$ cat config.mk
export PLATFORM = sky130hd
export DESIGN_NAME = pipe_mdu
export DESIGN_NICKNAME = d
export VERILOG_FILES = /design/src/rtl/pipe_mdu.sv
export SDC_FILE = /design/constraint.sdc
export NUM_CORES = 1
export LEC_CHECK = 0
export BUFFER_PORTS_ARGS = -buffer_cell sky130_fd_sc_hd__buf_2
export CORE_MARGIN = 2
export CORE_UTILIZATION = 39
export CTS_CLUSTER_SIZE = 24
export DETAILED_ROUTE_END_ITERATION = 8
export GPL_TIMING_DRIVEN = 0
export PLACE_DENSITY = 0.54
export SLEW_MARGIN = 20
export SYNTH_ARGS = -nofsm -noshare
export SYNTH_HDL_FRONTEND = slang
export SYNTH_SLANG_ARGS = --single-unit
$ cat constraint.sdc
create_clock -name clk -period 9.5 [get_ports clk]
set_input_delay 1.9 -clock clk [delete_from_list [all_inputs] [get_ports clk]]
set_output_delay 1.9 -clock clk [all_outputs]
set_load 0.005 [all_outputs]
$ cat src/rtl/pipe_mdu.sv
// Iterative multiply/divide unit for the EXE stage: shift-add multiply, restoring divide.
// Optional MDU_EARLY_OUT_EN: multiplies finish as soon as the remaining multiplier bits are zero.
module pipe_mdu #(
    parameter int WIDTH = 32,
    parameter int CNT_W = 5
) (
    input  logic             clk,
    input  logic             reset,
    input  logic             start,
    input  logic [1:0]       op,
    input  logic [WIDTH-1:0] a,
    input  logic [WIDTH-1:0] b,
    output logic             stall,
    output logic             busy,
    output logic             done,
    output logic [WIDTH-1:0] result_lo,
    output logic [WIDTH-1:0] result_hi,
    output logic             div_zero
);
    typedef enum logic [1:0] {IDLE, CALC, FIX, DONE} state_t;

    state_t             state;
    logic [1:0]         op_q;
    logic               sign_q, sign_r;
    logic [CNT_W-1:0]   count;
    logic [2*WIDTH-1:0] acc;    // product, or {remainder, dividend/quotient}
    logic [2*WIDTH-1:0] mcand;
    logic [WIDTH-1:0]   mb;     // multiplier (shifted out) or divisor

    logic [WIDTH-1:0]   a_mag, b_mag;
    logic [WIDTH:0]     div_diff;
    logic [2*WIDTH-1:0] acc_mul, acc_div, fix_val;
    logic [WIDTH-1:0]   q_fix, r_fix;

    assign stall = (state == IDLE) ? start : (state != DONE);

    always_comb begin
        a_mag = (!op[0] && a[WIDTH-1]) ? -a : a;
        b_mag = (!op[0] && b[WIDTH-1]) ? -b : b;
        acc_mul = mb[0] ? acc + mcand : acc;
        // Borrow out of the (WIDTH+1)-bit trial subtraction means remainder < divisor
        div_diff = acc[2*WIDTH-1:WIDTH-1] - {1'b0, mb};
        if (!div_diff[WIDTH])
            acc_div = {div_diff[WIDTH-1:0], acc[WIDTH-2:0], 1'b1};
        else
            acc_div = {acc[2*WIDTH-2:0], 1'b0};
        q_fix = acc[WIDTH-1:0];
        r_fix = acc[2*WIDTH-1:WIDTH];
        if (!op_q[0]) begin
            if (sign_q && mb != '0) q_fix = -q_fix;
            if (sign_r)             r_fix = -r_fix;
        end
        if (op_q[1])
            fix_val = {r_fix, q_fix};
        else if (!op_q[0] && sign_q)
            fix_val = -acc;
        else
            fix_val = acc;
    end

    always_ff @(posedge clk or posedge reset) begin
        if (reset) begin
            state     <= IDLE;
            op_q      <= '0;
            sign_q    <= 1'b0;
            sign_r    <= 1'b0;
            count     <= '0;
            acc       <= '0;
            mcand     <= '0;
            mb        <= '0;
            busy      <= 1'b0;
            done      <= 1'b0;
            div_zero  <= 1'b0;
            result_lo <= '0;
            result_hi <= '0;
        end else begin
            case (state)
                IDLE: begin
                    if (start) begin
                        op_q   <= op;
                        sign_q <= a[WIDTH-1] ^ b[WIDTH-1];
                        sign_r <= a[WIDTH-1];
                        count  <= '0;
                        mb     <= b_mag;
                        busy   <= 1'b1;
                        if (op[1]) begin
                            acc   <= {{WIDTH{1'b0}}, a_mag};
                            mcand <= '0;
                        end else begin
                            acc   <= '0;
                            mcand <= {{WIDTH{1'b0}}, a_mag};
                        end
                        state <= CALC;
                    end
                end
                CALC: begin
                    count <= count + 1'b1;
                    if (op_q[1]) begin
                        acc <= acc_div;
                    end else begin
                        acc   <= acc_mul;
                        mcand <= mcand << 1;
                        mb    <= mb >> 1;
                    end
                    if (count == CNT_W'(WIDTH-1))
                        state <= FIX;
`ifdef MDU_EARLY_OUT_EN
                    if (!op_q[1] && mb[WIDTH-1:1] == '0)
                        state <= FIX;
`endif
                end
                FIX: begin
                    {result_hi, result_lo} <= fix_val;
                    div_zero <= op_q[1] && (mb == '0);
                    busy     <= 1'b0;
                    done     <= 1'b1;
                    state    <= DONE;
                end
                DONE: begin
                    // start is ignored here: the same instruction is still in EXE
                    done  <= 1'b0;
                    state <= IDLE;
                end
                default: state <= IDLE;
            endcase
        end
    end
endmodule

==> summary.md, run 1 <==
| Metric | Value |
|---|---|
| Outcome | `complete, no violations` |
| Busiest grt layer | `met1` |
| Grt total ovfl | `0` |
| Async S/R FF share, synth | `1.00` |
| Largest area contributor in the netlist | `dfrtp_1` |
| Count of cell types in the netlist | `72` |
| DR vias | `18.1k` |
| Unrepaired setup endpoints after global routing | `false` |
| Vert. Die Dim | `approximately 220 µm` |
| Worst reg2reg path depth | `13` |
| Area Overhead vs Synth | `14.1%` |
| Clock Tree Buf Depth | `3` |
| Clk sink count | `238` |
| Slew @ Worst Pin | `1.02 ns` |
| Crit path launch type | `flop` |
| Final period util | `0.546` |
| RR Startpoint | `acc[36]` |
| Critical-path cell list | `ha_1, a21o_1, or3_1, o21ai_1, o21ai_0, o41ai_2, a21oi_1, xnor2_1, clkbuf_1, nand2_1, o211ai_1, o21ai_0, o21ai_0` |
| Worst hold slack | `between 0.4 and 0.5 ns` |
| Crit path arrival time | `approximately 5.7 ns` |
| Post-cts resize count | `0` |
| Part of the power in registers | `0.238` |
| Slew margin rel. | `0.319` |
| Slew Limit Fails | `0` |
| Mean Syn Cell Area | `8.08 µm²` |
| Starting density of the core | `0.395` |
| Utilization after layout | `0.451` |
| Combinational Power Share | `0.615` |
| Reg2reg end | `acc[35]` |
| Routed WL | `69,800 µm` |
| Type of the most critical hold path | `reg2reg` |
| GP Congestion | `~0.98` |
| Net Sw Power | `0.00450 W` |
| GRT Resource Usage Total | `0.280` |
| Vias per cell | `5.89` |
| Final hold violation count | `0` |
| Clk_skew | `about 0.019 ns` |
| Synth Instances | `2,278` |
| Dpl hpwl | `55,400 µm` |
| R2R setup slack | `4.32 ns` |
| Clk_lat worst skew | `~0.56 ns` |
| # DRC | `0` |
| Ys Warns | `0` |
| Hold endpoint | `done` |
| Die area | `48,900 µm²` |
| Simple-gate share of the synthesized area | `0.181` |
| Number of global-route vias before repair | `~18k` |
| Xor and xnor area share after synthesis | `0.0981` |
| Proportion of synthesized area in mux cells | `0.0173` |
| TritonCTS Buffers | `34` |
| Fmax | `193 MHz` |
| Pleak | `between 9 and 10 nW` |
| Setup Buffers After CTS | `0` |
| Initial antenna violation count | `3` |
| Synth top area share | `0.324` |
| Buf/Inv on CP | `1` |
| CP Class | `reg2reg` |
| Routed Antenna Nets | `0` |
| CTS Hold Buffers Added | `0` |
| Delay-heaviest family, CP | `compound AO/OA/AOI/OAI gates` |
| Clk root buf | `clkbuf_16` |
| Clk slew on worst S/H paths | `0.06 ns` |
| Minimum clock period | `a little over 5 ns` |
| Met2 GRT Util | `0.420` |
| Critical Path Fanout Max | `10` |
| # setup viols final | `0` |
| Clock power frac | `0.146` |
| Port bufs | `around 140` |
| Post-synth EDFFs | `0` |
| CP Capture Type | `flop` |
| Hold-critical path depth | `2` |
| DRT Pass-1 Iters | `5` |
| Sequential share of the synthesized area | `0.324` |
| Design Power | `0.00854 W` |
| Rows | `between 70 and 80` |
| Global Route met1 Usage | `0.420` |
| Nets | `about 2.6k` |
| Compound-Gate Fraction of Synth Area | `0.266` |
| CTS tree | `done` |
| Largest net degree at the start of global routing | `between 90 and 100` |
| Largest family of logic cells by synthesized area | `compound AO/OA/AOI/OAI gates` |
| Synthesized area | `around 18,000 µm²` |
| Hold path start | `done` |
| Yosys reg bits | `between 200 and 250` |
| Max stage delay cell, worst path | `o41ai_2` |
| Layout cell share with drive strength beyond 1 | `0.0994` |
| Num ports | `137` |
| Fraction of the mapped netlist area in adder cells | `0.0736` |
| First-pass GRT wire length | `107,000 µm` |
| Syn nets | `between 2k and 2.5k` |
| Core box area | `approximately 47,000 µm²` |
| MaxCap Viol Count | `0` |
| CP max stage delay | `~0.87 ns` |
| Net Sw Frac | `0.527` |
| Worst Path Required | `9.97 ns` |
| Die Wd | `221 µm` |
| Worst path most repeated cell | `o21ai_0` |
| # diodes | `0` |
| Initial DRC count | `around 1.4k` |
| Met3 Resource Use GR | `0.0471` |
| H-tree depth | `2` |
| Worst path depth | `13` |
| Internal | `0.00404 W` |
| Post-synth top flop | `dfrtp_1` |
| Worst vdd ir | `0.000210 V` |
| PwrDens | `roughly 410 nW/µm²` |
| Routed WL per cell | `22.6 µm` |
| Main area contributors after synthesis | `dfrtp_1 (32%), ha_1 (7.1%), o21ai_0 (6.3%)` |
[kinds of logic (layout without fill, tap and decap cells)]
kind of cell	Yosys count	in the layout
mux	29	29
buf+inv	194	392
flops	238	238
compound gates	773	773
simple gates	731	731
xor+xnor	206	206
fa+ha+maj	107	107
[layout make-up]
class,count,area [µm²]
plain buffers,131,503
multi-input cells,1846,11700
inverters,63,244
clock inverters,14,100
well taps,607,759
clock buffers,47,990
repair buffers,137,731
fillers,4747,25600
flip-flops and latches,238,5960
[sequential cells by signal, summed over array words and instances, names as in the netlist]
| name | cells |
|---|---|
| acc | 64 |
| mcand | 64 |
| mb | 32 |
| result_hi | 32 |
| result_lo | 32 |
| count | 5 |
| op_q | 2 |
| state | 2 |
| busy | 1 |
| div_zero | 1 |
| done | 1 |
| sign_q | 1 |
| sign_r | 1 |
[per-stage QoR]
stage	std cells	cell area, µm²	TNS [ns]	worst slack, ns
3_3_place_gp	3020	19800	-476.49	-2.05
5_1_grt	3083	21000	0	4.00
2_1_floorplan	2278	18400	0	1.07
4_1_cts	3083	21000	0	4.41
6_report	3083	21000	0	4.32
3_5_place_dp	3022	19900	0	4.20
[cells in the final DEF, fill, tap and decap left out, types with 5 or more instances in the layout]
cell         n
xnor2_1     88
nand4_1     30
o31ai_1     31
a31oi_1     23
dfrtp_1    238
mux2i_1      7
ha_1       105
nand2b_1    26
or4_1       12
a22oi_1     10
a32oi_1      5
clkbuf_16   34
o21a_1      13
a21o_1      52
a21oi_1    205
o41ai_1     14
and3_1       8
nand3_1     24
inv_1       62
nor4_1      21
buf_1       12
nor3_1      30
xor2_1     118
o21ai_0    230
o21bai_1    11
o211ai_1    24
nor2b_1     18
clkbuf_1   119
clkinv_2     7
a311oi_1     5
clkbuf_8     9
a221oi_1    55
buf_2      138
nand2_1    235
nor2_1     272
or3_1       19
a22o_1      41
mux2_2      22
a211oi_1    17
[Yosys cell counts (all sizes together) (3+ instances only)]
library cell,count
a211oi,17
a21o,52
a21oi,207
a221o,3
a221oi,55
a22o,41
a22oi,10
a311oi,5
a31oi,23
a32oi,5
and2,4
and3,8
buf,16
clkbuf,115
dfrtp,238
ha,105
inv,63
mux2,22
mux2i,7
nand2,235
nand2b,26
nand3,24
nand4,30
nor2,276
nor2b,18
nor3,30
nor3b,4
nor4,21
o211ai,24
o21a,13
o21ai,232
o21bai,11
o221ai,4
o22ai,4
o31ai,31
o41ai,18
or2,5
or3,22
or4,16
xnor2,88
xor2,118
[tightest hold or removal path: cells and delay by family (launching register included)]
family        cells  cell delay [ns]
flops             1             0.34
simple gates      2             0.11
[worst max path at each step]
stage	start	endpoint
detailed placement	a[7]	mcand[30]
floorplan	reset	acc[0]
global placement	reset	mb[21]
finish	acc[36]	acc[35]
CTS	acc[31]	acc[35]
global route	acc[31]	acc[35]
[metal layers]
metal,up-vias,routed length (µm)
met1,8839,33900
met5,-,0
li1,8631,-
met2,593,29800
met4,0,1190
met3,82,4920
[power groups by stage]
stage	clock, W	combinational [W]	sequential [W]
global route	0.00131	0.00583	0.00208
global placement	0	0.00512	0.00202
CTS	0.00127	0.00521	0.00201
finish	0.00125	0.00526	0.00203
floorplan	0	0.00365	0.00179
detailed placement	0	0.00518	0.00202
(Power assumes the default switching activity.)
==> inputs of run 2 (changes only) <==
==> constraint.sdc (replaced) <==
create_clock -name clk -period 5.3 [get_ports clk]
set_input_delay 1.06 -clock clk [delete_from_list [all_inputs] [get_ports clk]]
set_output_delay 1.06 -clock clk [all_outputs]
set_load 0.005 [all_outputs]
==> summary.md, run 2 (same netlist as run 1, synthesis figures left out) <==
| Metric | Value |
|---|---|
| Final hold violation count | `0` |
| Num ports | `137` |
| CP Class | `reg2reg` |
| Worst Path Required | `between 5 and 6 ns` |
| TritonCTS Buffers | `30` |
| Worst path most repeated cell | `o21ai_0` |
| Slew @ Worst Pin | `roughly 1.1 ns` |
| H-tree depth | `1` |
| Clk root buf | `clkbuf_16` |
| Outcome | `complete, no violations` |
| Worst vdd ir | `about 0.00037 V` |
| Max stage delay cell, worst path | `a31oi_1` |
| Dpl cells | `3,027` |
| Die area | `between 40,000 and 50,000 µm²` |
| Setup ws final | `~0.42 ns` |
| GRT Resource Usage Total | `0.279` |
| Fmax | `205 MHz` |
| CP Capture Type | `flop` |
| Initial antenna violation count | `4` |
| Rows | `79` |
| Slew margin rel. | `0.243` |
| Final period util | `0.922` |
| Clk_skew | `0.0191 ns` |
| Buf/Inv on CP | `0` |
| Utilization after layout | `0.451` |
| Worst slack at placement | `0.259 ns` |
| Type of the most critical hold path | `reg2reg` |
| Clock power frac | `0.136` |
| # setup viols final | `0` |
| Pleak | `9.14 nW` |
| Commonest cells after routing, fill and taps aside | `nor2_1 (272), dfrtp_1 (238), nand2_1 (235)` |
| Part of the power in registers | `0.241` |
| Delay-heaviest family, CP | `compound AO/OA/AOI/OAI gates` |
| Critical-path cell list | `ha_1, fa_1, a211oi_1, o21bai_1, a31oi_1, o21ai_0, a21oi_1, o31ai_1, a31oi_1, o21ai_0, a211oi_1, xor2_1, o21ai_0` |
| Starting density of the core | `0.395` |
| Vias per cell | `5.93` |
| CTS Hold Buffers Added | `0` |
| Combinational Power Share | `0.623` |
| Clk_lat worst skew | `0.60 ns` |
| Largest regs | `acc x64, mcand x64` |
| FILL cells | `4,720` |
| # DRC | `0` |
| PwrDens | `725 nW/µm²` |
| Post-route setup TNS | `0 ns` |
| Routed WL | `70,000 µm` |
| Post-Layout Cell Count | `3,082` |
| CP max stage delay | `0.50 ns` |
| First-pass GRT wire length | `107,000 µm` |
| DRT Pass-1 Iters | `5` |
| Unrepaired setup endpoints after global routing | `false` |
| Routed Antenna Nets | `0` |
| Crit path arrival time | `5.34 ns` |
| Crit path launch type | `flop` |
| Core box area | `about 47,000 µm²` |
| Clk sink count | `238` |
| Number of global-route vias before repair | `17.6k` |
| Post-place instance area | `20,000 µm²` |
| Area Overhead vs Synth | `14.0%` |
| Final Cell Area | `approximately 21,000 µm²` |
| Net Sw Power | `0.00806 W` |
| Internal | `around 0.007 W` |
| GP Congestion | `1.00` |
| Commonest non-fill, non-tap cell in the layout | `nor2_1` |
| Routed WL per cell | `22.7 µm` |
| Die Wd | `221 µm` |
| Clk slew on worst S/H paths | `0.07 ns` |
| CTS tree | `done` |
| DR vias | `about 18k` |
| Largest net degree at the start of global routing | `34` |
| Port bufs | `about 140` |
| Dpl hpwl | `about 56,000 µm` |
| Layout cell share with drive strength beyond 1 | `0.0986` |
| Clock Tree Buf Depth | `3` |
| R2R setup slack | `0.42 ns` |
| Critical Path Fanout Max | `6` |
| Minimum clock period | `4.88 ns` |
| MaxCap Viol Count | `0` |
| Initial DRC count | `roughly 1.6k` |
| Grt total ovfl | `0` |
| Nets | `2,628` |
| Net Sw Frac | `0.530` |
| Vert. Die Dim | `221 µm` |
| Slew Limit Fails | `0` |
## run 2: cell types whose count changed in the layout (fill, tap and decap cells not counted)
cell,previous run,this run
clkbuf_8,9,5
clkbuf_16,34,30
inv_8,1,0
clkinv_4,1,3
inv_6,2,0
diode_2,0,1
buf_16,2,0
buf_12,0,7
bufinv_16,0,2
## run 2: layout make-up
cell class	count	area, µm²	area share
multi-input cells	1846	11700	0.558
flip-flops and latches	238	5960	0.284
clock buffers	39	835	0.0398
repair buffers	142	816	0.0389
well taps	607	759	0.0362
plain buffers	131	503	0.0240
inverters	63	240	0.0115
clock inverters	15	153	0.00728
diodes	1	2.50	0.000119
## run 2: worst paths after layout
path | from | end | cells past startpoint
setup reg to reg | acc[0] | acc[60] | 13
hold reg to reg | done | done | 2
setup / recovery | acc[0] | acc[60] | 13
max in group asynchronous | reset | mcand[10] | 5
hold / removal | done | done | 2
min in group asynchronous | reset | mcand[54] | 2
## run 2: through the flow
stage	hold slack (ns)	total power [W]
final	0.483	0.0152
after global routing	0.516	0.0164
after CTS	0.490	0.0150
after detailed placement	0.477	0.0129
after global placement	0.472	0.0128
after floorplan	0.465	0.00975
## run 2: what timing repair did
item	in CTS	in global routing
gates resized for setup	0	1
setup buffers	0	0
setup endpoints to repair	0	23
## run 2: worst reg2reg max path: stages (launching register included)
cell      delay, ns
dfrtp_1        0.47
ha_1           0.28
fa_1           0.44
a211oi_1       0.23
o21bai_1       0.14
a31oi_1        0.50
o21ai_0        0.31
a21oi_1        0.45
o31ai_1        0.31
a31oi_1        0.51
o21ai_0        0.42
a211oi_1       0.43
xor2_1         0.17
o21ai_0        0.08
## run 2: layer usage
| layer | routed length [µm] | vias up | part of all wire | GRT usage |
|---|---|---|---|---|
| met1 | 34000 | 8919 | 0.49 | 0.422 |
| met4 | 1130 | 0 | 0.016 | 0.0554 |
| met5 | 0 | - | 0 | 0 |
| li1 | - | 8635 | - | - |
| met2 | 30100 | 663 | 0.43 | 0.425 |
| met3 | 4700 | 74 | 0.067 | 0.0353 |
## run 2: power groups by stage
| stage | Combinational [W] | Sequential, W | Clock, W |
|---|---|---|---|
| floorplan | 0.00654 | 0.00321 | 0 |
| global placement | 0.00921 | 0.00362 | 0 |
| detailed placement | 0.00929 | 0.00363 | 0 |
| CTS | 0.00934 | 0.00360 | 0.00210 |
| global route | 0.0105 | 0.00373 | 0.00218 |
| finish | 0.00947 | 0.00366 | 0.00207 |
